## src/rtl/ifft_pkg.sv

```systemverilog
// ifft_pkg: shared defaults and types for the IFFT output serializer
package ifft_pkg;
  localparam int DEF_DATA_WIDTH = 16;
  localparam int DEF_N = 16;
  localparam int DEF_CP_LEN = 4;
  typedef enum logic [1:0] {IDLE, CP, BODY} rd_state_e;
  typedef struct packed {
    logic signed [DEF_DATA_WIDTH-1:0] re;
    logic signed [DEF_DATA_WIDTH-1:0] im;
  } cplx_t;
endpackage

```

## src/rtl/pingpong_frame_buf.sv

```systemverilog
// pingpong_frame_buf: two-deep frame store with load/release bookkeeping
module pingpong_frame_buf #(
  parameter int DATA_WIDTH = 16,
  parameter int N = 16,
  localparam int AW = $clog2(N)
) (
  input  logic                  clk,
  input  logic                  reset,
  input  logic                  load,
  input  logic                  frame_release,
  input  logic [DATA_WIDTH-1:0] wr_real [0:N-1],
  input  logic [DATA_WIDTH-1:0] wr_imag [0:N-1],
  input  logic [AW-1:0]         rd_idx,
  output logic                  accept,
  output logic [1:0]            occ,
  output logic [DATA_WIDTH-1:0] rd_real,
  output logic [DATA_WIDTH-1:0] rd_imag
);
  logic wr_sel, rd_sel;
  logic [DATA_WIDTH-1:0] mem_re [0:1][0:N-1];
  logic [DATA_WIDTH-1:0] mem_im [0:1][0:N-1];
  // a full store refuses even if the reader frees a slot this same cycle
  assign accept = load && occ != 2'd2;
  assign rd_real = mem_re[rd_sel][rd_idx];
  assign rd_imag = mem_im[rd_sel][rd_idx];
  always_ff @(posedge clk or posedge reset) begin
    if (reset) begin
      for (int i = 0; i < N; i++) begin
        mem_re[0][i] <= '0;
        mem_re[1][i] <= '0;
        mem_im[0][i] <= '0;
        mem_im[1][i] <= '0;
      end
      wr_sel <= 1'b0;
      rd_sel <= 1'b0;
      occ <= 2'd0;
    end else begin
      if (accept)
        for (int i = 0; i < N; i++) begin
          mem_re[wr_sel][i] <= wr_real[i];
          mem_im[wr_sel][i] <= wr_imag[i];
        end
      wr_sel <= wr_sel ^ accept;
      rd_sel <= rd_sel ^ frame_release;
      occ <= occ + {1'b0, accept} - {1'b0, frame_release};
    end
  end
endmodule

```

## src/rtl/ifft_cp_serializer.sv

```systemverilog
// ifft_cp_serializer: captures parallel IFFT frames and streams them with a cyclic prefix
module ifft_cp_serializer
  import ifft_pkg::*;
#(
  parameter int DATA_WIDTH = DEF_DATA_WIDTH,
  parameter int N = DEF_N,
  parameter int CP_LEN = DEF_CP_LEN
) (
  input  logic                  clk,
  input  logic                  reset,
  input  logic                  frame_load,
  input  logic [DATA_WIDTH-1:0] frame_real [0:N-1],
  input  logic [DATA_WIDTH-1:0] frame_imag [0:N-1],
  output logic                  load_ready,
  output logic [DATA_WIDTH-1:0] sample_real,
  output logic [DATA_WIDTH-1:0] sample_imag,
  output logic                  sample_valid,
  input  logic                  sample_ready,
  output logic                  sample_cp,
  output logic                  sample_last,
  output logic                  frame_drop,
  output logic [7:0]            drop_count
);
  localparam int AW = $clog2(N);
  localparam logic [AW-1:0] LAST = AW'(N - 1);
  localparam logic [AW-1:0] START_IDX = AW'(N - CP_LEN);
  localparam rd_state_e START_ST = (CP_LEN == 0) ? BODY : CP;
  rd_state_e state, state_n;
  logic [AW-1:0] idx, idx_n;
  logic [1:0] occ;
  logic accept, rel, beat, wrap, next_busy;
  pingpong_frame_buf #(.DATA_WIDTH(DATA_WIDTH), .N(N)) u_buf (
    .clk(clk),
    .reset(reset),
    .load(frame_load),
    .frame_release(rel),
    .wr_real(frame_real),
    .wr_imag(frame_imag),
    .rd_idx(idx),
    .accept(accept),
    .occ(occ),
    .rd_real(sample_real),
    .rd_imag(sample_imag)
  );
  assign beat = sample_valid && sample_ready;
  assign wrap = beat && idx == LAST;
  assign rel = wrap && state == BODY;
  // another frame is waiting after this release, counting a load landing now
  assign next_busy = occ == 2'd2 || accept;
  assign load_ready = occ != 2'd2;
  always_ff @(posedge clk or posedge reset) begin
    if (reset) begin
      state <= IDLE;
      idx <= '0;
    end else begin
      state <= state_n;
      idx <= idx_n;
    end
  end
  always_comb begin
    state_n = state;
    idx_n = beat ? idx + 1'b1 : idx;
    case (state)
      IDLE: begin
        state_n = occ != 2'd0 ? START_ST : IDLE;
        idx_n = START_IDX;
      end
      CP: state_n = wrap ? BODY : CP;
      BODY: begin
        state_n = !rel ? BODY : next_busy ? START_ST : IDLE;
        if (rel) idx_n = START_IDX;
      end
      default: state_n = IDLE;
    endcase
  end
  always_comb begin
    sample_valid = state != IDLE;
    sample_cp = state == CP;
    sample_last = state == BODY && idx == LAST;
  end
  always_ff @(posedge clk or posedge reset) begin
    if (reset) begin
      frame_drop <= 1'b0;
      drop_count <= 8'd0;
    end else begin
      frame_drop <= frame_load && !accept;
      if (frame_load && !accept && drop_count != 8'hff) drop_count <= drop_count + 8'd1;
    end
  end
endmodule

```

## config.mk

```make
export PLATFORM = sky130hd
export DESIGN_NAME = ifft_cp_serializer
export DESIGN_NICKNAME = d
export VERILOG_FILES = /design/src/rtl/ifft_pkg.sv /design/src/rtl/pingpong_frame_buf.sv /design/src/rtl/ifft_cp_serializer.sv
export SDC_FILE = /design/constraint.sdc
export NUM_CORES = 2
export LEC_CHECK = 0
export ABC_AREA = 1
export CAP_MARGIN = 15
export CORE_ASPECT_RATIO = 0.5
export CORE_UTILIZATION = 23
export CTS_CLUSTER_DIAMETER = 40
export CTS_CLUSTER_SIZE = 8
export DETAILED_ROUTE_END_ITERATION = 12
export MAX_ROUTING_LAYER = met4
export PLACE_DENSITY = 0.4
export SYNTH_ARGS = -nofsm -noshare
export SYNTH_HDL_FRONTEND = slang
export SYNTH_SLANG_ARGS = --single-unit
```

## constraint.sdc

```tcl
create_clock -name clk -period 52.1 [get_ports clk]
set_input_delay 5.21 -clock clk [delete_from_list [all_inputs] [get_ports clk]]
set_output_delay 5.21 -clock clk [all_outputs]
set_load 0.05 [all_outputs]
```

After elaboration in Yosys (flattened, before gate mapping)
Cells that the tools add are included.
- flip-flop bits (word level): 1043
- output and inout port bits: 45
- word-level logic and storage cells: 187
- magnitude comparators: 4
- $add $sub $neg: 4
- multiplexer cells: 84
- equality and inequality tests: 6
- bitwise gates (word level): 5
- reduce and logical (&&, ||, !) cells: 13
- operator list (operator ; count):
    512-bit bitwise mux ; 32
    256-bit demux with 1-bit select ; 16
    256-bit 2-to-1 mux ; 7
    240-bit 2-to-1 mux ; 1
    224-bit 2-to-1 mux ; 1
    208-bit 2-to-1 mux ; 1
    192-bit 2-to-1 mux ; 1
    176-bit 2-to-1 mux ; 1
    160-bit 2-to-1 mux ; 1
    144-bit 2-to-1 mux ; 1
    16-bit binary-select mux with 4-bit select ; 2
    128-bit 2-to-1 mux ; 1
    112-bit 2-to-1 mux ; 1
    96-bit 2-to-1 mux ; 1
    16-bit 2-to-1 mux ; 5
    80-bit 2-to-1 mux ; 1
    64-bit 2-to-1 mux ; 1
    48-bit 2-to-1 mux ; 1
    32-bit 2-to-1 mux ; 1
    8-bit by 1-bit adder with 8-bit output (second input constant) ; 1
    1-bit logical AND ; 8
    4-bit 2-to-1 mux ; 2
    8-bit != test (second input constant) ; 1
    4-bit one-hot mux with 2 select lines ; 1
    other kinds (20) ; 27

Depth between registers and ports, before layout
- depth in word-level cells: 21
- depth in mapped cells: 12
- gate-level depth less buffers: 11

Cells and area by module
From an unflattened synthesis, not the netlist that was laid out.
- cell total of the unflattened synthesis: 4832
- area total of the unflattened synthesis: 49566.3 um2
- modules (own cells, without submodules) (module ; area each (um2) ; sequential area each (um2) ; instances ; cells each):
    pingpong_frame_buf ; 48689.2 ; 25724.7 ; 1 ; 4716
    ifft_cp_serializer ; 877.1 ; 375.4 ; 1 ; 116

Least setup slack after synthesis
Ideal clock, no wire load.
- kind: register -> output
- start point: register idx[3]
- end point: output port sample_last
- arrival time: 1.688 ns
- buffers on the path: 1
- required time: 46.890 ns
- cell stages (with the launch flop): 4
- path slack: 45.202 ns
- cell sequence: dfrtp_1 > clkbuf_1 > nand3_1 > nor3_1
- longest elaborated chain between the ends: 2
- ends and longest elaborated chain (element ; line ; RTL):
    from (decl) ; ifft_cp_serializer.sv:29 ; logic [AW-1:0] idx, idx_n;
    from (signal assigned) ; ifft_cp_serializer.sv:57 ; idx <= idx_n;
    4-bit equality test ; ifft_cp_serializer.sv:79 ; sample_last = state == BODY && idx == LAST;
    1-bit logical AND ; ifft_cp_serializer.sv:79 ;
    to (decl) ; ifft_cp_serializer.sv:20 ; output logic sample_last,
No other way between the ends.

Final worst setup path
- start point: register u_buf.rd_sel
- end point: output port sample_real[2]
- longest elaborated chain between the ends: 7
- ends and longest elaborated chain (element ; line ; RTL):
    from (decl) ; pingpong_frame_buf.sv:19 ; logic wr_sel, rd_sel;
    from (signal assigned) ; pingpong_frame_buf.sv:44 ; rd_sel <= rd_sel ^ frame_release;
    1-bit NOT with 2-bit output (implied by the code) ; pingpong_frame_buf.sv:24 ; assign rd_real = mem_re[rd_sel][rd_idx];
    256-bit 2-to-1 mux (implied by the code) (3 in series) ; pingpong_frame_buf.sv:24 ;
    16-bit binary-select mux with 4-bit select ; pingpong_frame_buf.sv:24 ;
    16-bit 2-to-1 mux (implied by the code) (2 in series) ; pingpong_frame_buf.sv:24 ;
    to (decl) ; ifft_cp_serializer.sv:15 ; output logic [DATA_WIDTH-1:0] sample_real,
No other way between the ends. The select of a mux whose other input is x is not followed.

==> flow_summary.yaml <==
cts:
  cts.sinks: 1043
  cts_buffers: 167
  insertion_delay_ns: 0.79
  postCtsSetupBuffers: 0
  cts_tree: "yes"
  cts_hold_buf: 0
  ctsRootBufferMaster: "clkbuf_16"
  clk_path_buf_depth: 3
  cts-htree-levels: 4
  cts.repair.resized: 0
  clkSlewWorstSetupHoldPaths_ns: 0.05
setup_path:
  critical_path.max_fanout: 159
  cp_data_arrival_time_ns: 5.79
  start_kind: "flop"
  rr_startpoint: "u_buf.occ[1]$_DFF_PP0_"
  crit_start: "u_buf.rd_sel$_DFF_PP0_"
  worstPathRequired_ns: 46.89
  critPathKind: "reg -> out"
  ff2ff_path_depth: 6
  crit_path_end_kind: "primary output"
  setup.worst_path.end: "sample_real[2]"
  ff2ff_setup_slack_ns: 47.26
  r2r_end: "u_buf.mem_im[381]$_DFFE_PP0P_"
finish:
  layout_commonest_cell: "nand2_1"
  multi_input_area_mm2: 0.0186
  nNetsFinal: 7110
  regArea_mm2: 0.0261
  layout-drive-gt1-share_pct: 7.77
  final_cell_mix: "nand2_1, dfrtp_1, inv_1"
  final_cell_area_mm2: 0.0631
  area_delta_synth_final_pct: 26.1
  n_fill_cell: 23200
global_route:
  grt_pass1_wl_um: 293000
  grt_max_degree: 242
  grt_usage_pct: 18.7
  grt_pass1_vias: 40900
  antenna_found_initial: 69
  grt_remaining_overflow: 0
status:
  outcome: "completed"
routing:
  drc: 0
  wl_per_cell_um: 21.0
  viasPerCell: 4.38
  routed_wirelength_um: 201000
  drt_iter0_drc: 3154
  vias: 42000
  ant_nets: 0
  drt_first_pass_iters: 5
logic_synthesis:
  synth_cell_types: 24
  syn_avg_cell_area_um2: 8.04
  syn_area_mm2: 0.0500
  synth_top_family_by_area: "simple AND/OR/NAND/NOR gates"
  synth-seq-cells: 1043
  syn_inst: 6224
  synth_nets: 6745
  synth-simple-area-share_pct: 22.4
  synthMuxAreaShare_pct: 5.04
  synth_adder_area_share_pct: 0.125
  synth-compound-area-share_pct: 9.37
  synth_xor_xnor_area_share_pct: 0.210
  seq_area_frac_synth_pct: 52.2
  yosysWarnings: 0
sta:
  hold-worst-slack_ns: 0.502
  setup_tns_ns: 0
  final_hold_viol_count: 0
  drv_slew: 0
  grt_setup_unrepaired: "false"
  fin_skew_ns: 0.0272
  fmax_ghz: 0.0909
  slew_headroom_pct: 26.1
  finalCritPeriodShare_pct: 21.1
  worst_slew_pin_slew_ns: 1.11
  finalSetupViolCount: 0
  period_minus_slack_ns: 11.00
floorplan:
  design.die.area_mm2: 0.219
  core_mm2: 0.215
  rows: 120
  fp.dieW_um: 661
  initial_core_util_pct: 23.3
  die_h_um: 332
  ioPinCount: 561
pwr:
  swShare_pct: 44.0
  internal-power_uw: 2450
  p_leak_uw: 0.0288
  vdd_drop_max_mv: 0.0466
  p_clk_share_pct: 24.3
  combPwrFrac_pct: 45.0
  p_per_area_mw_per_mm2: 69.5
  p_seq_share_pct: 30.7
  p_sw_uw: 1930
flow_run:
  cap_violations: 0
placement:
  port_buffers: 560
  place.gp.congestion: 0.816
  hpwl_um: 136000
  postPlaceCellArea_mm2: 0.0578
hold_path:
  hold_class: "reg -> reg"
==> critical path, cell delays in order, from the launching register on <==
cell,delay (ns)
dfrtp_4,0.67
buf_4,0.76
buf_12,0.63
buf_4,0.73
nand2_1,0.11
nand3_1,0.11
nand3_1,0.13
nand2_1,0.22
nor2_1,0.15
nand2_1,0.30
nand2_1,0.12
inv_1,0.07
clkdlybuf4s50_1,0.80
==> Yosys cell counts, drive strengths merged <==
cell type | instances | area, um2
a21oi | 68 | 340
nand4 | 2 | 12.5
buf | 300 | 1570
o21ai | 737 | 3690
dfrtp | 1043 | 26100
clkbuf | 114 | 429
inv | 884 | 3320
nand2 | 1918 | 7200
xor2 | 8 | 70.1
nor3 | 3 | 15.0
xnor2 | 4 | 35.0
nand3 | 744 | 3720
o211ai | 32 | 240
mux2 | 224 | 2520
nor2 | 72 | 273
o221ai | 1 | 8.76
o22ai | 65 | 407
ha | 5 | 62.6
==> power groups by stage <==
stage               registers, uW  clock network [uW]  logic [uW]
global placement             1350                   0        1990
CTS                          1350                1090        2000
global route                 1390                1130        2190
floorplan                    1330                   0        1310
finish                       1350                1060        1970
detailed placement           1360                   0        1990
==> worst min-delay path by stage <==
stage                                   from                            end  slack (ns)  depth (start not counted)
6_report       u_buf.mem_im[405]$_DFFE_PP0P_  u_buf.mem_im[405]$_DFFE_PP0P_        0.50                          1
5_1_grt        u_buf.mem_re[412]$_DFFE_PP0P_  u_buf.mem_re[412]$_DFFE_PP0P_        0.51                          1
4_1_cts        u_buf.mem_re[144]$_DFFE_PP0P_  u_buf.mem_re[144]$_DFFE_PP0P_        0.51                          1
3_5_place_dp   u_buf.mem_im[154]$_DFFE_PP0P_  u_buf.mem_im[154]$_DFFE_PP0P_        0.50                          1
3_3_place_gp   u_buf.mem_im[157]$_DFFE_PP0P_  u_buf.mem_im[157]$_DFFE_PP0P_        0.49                          1
2_1_floorplan  u_buf.mem_im[128]$_DFFE_PP0P_  u_buf.mem_im[128]$_DFFE_PP0P_        0.48                          1
==> area by class of cell <==
| cell class | count | share of cell area, % |
|---|---|---|
| Clock inverter | 39 | 0.849 |
| Clock buffer | 217 | 7.34 |
| Timing Repair Buffer | 610 | 9.74 |
| Tap cell | 2867 | 5.69 |
| Inverter | 884 | 5.30 |
| Antenna cell | 31 | 0.123 |
| Multi-Input combinational cell | 3883 | 29.6 |
| Sequential cell | 1043 | 41.4 |
==> state kept, by name, indices dropped and copies added (netlist names) <==
signal,cells
drop_count,8
frame_drop,1
idx,4
state,2
u_buf.mem_im,512
u_buf.mem_re,512
u_buf.occ,2
u_buf.rd_sel,1
u_buf.wr_sel,1
==> cell families after synthesis <==
| family | count (synthesis) |
|---|---|
| AOI/OAI and AO/OA | 903 |
| xor gates and xnor gates | 12 |
| adders and majority gates | 5 |
| buffers and inverters | 1298 |
| DFF | 1043 |
| muxes | 224 |
| and+or+nand+nor | 2739 |
==> metal layers <==
metal | vias up | routed length (um) | GRT usage, % | share of wire, %
met1 | 20600 | 93500 | 25.0 | 46
li1 | 20300 | - | - | -
met2 | 803 | 95500 | 29.9 | 47
met4 | 0 | 4550 | 4.34 | 2.3
met3 | 276 | 7650 | 2.64 | 3.8
met5 | - | 0 | - | 0
==> metrics by stage <==
step | setup WS (ns) | cells | util [%] | power (uW)
final | 41.10 | 9574 | 29.3 | 4380
after global placement | 41.89 | 9287 | 26.9 | 3340
after floorplan | 17.53 | 6224 | - | 2630
after detailed placement | 41.85 | 9287 | 26.9 | 3350
after CTS | 40.99 | 9543 | 29.3 | 4440
after global routing | 40.86 | 9568 | 29.3 | 4710
No activity file was read; power rests on OpenSTA's default activity.
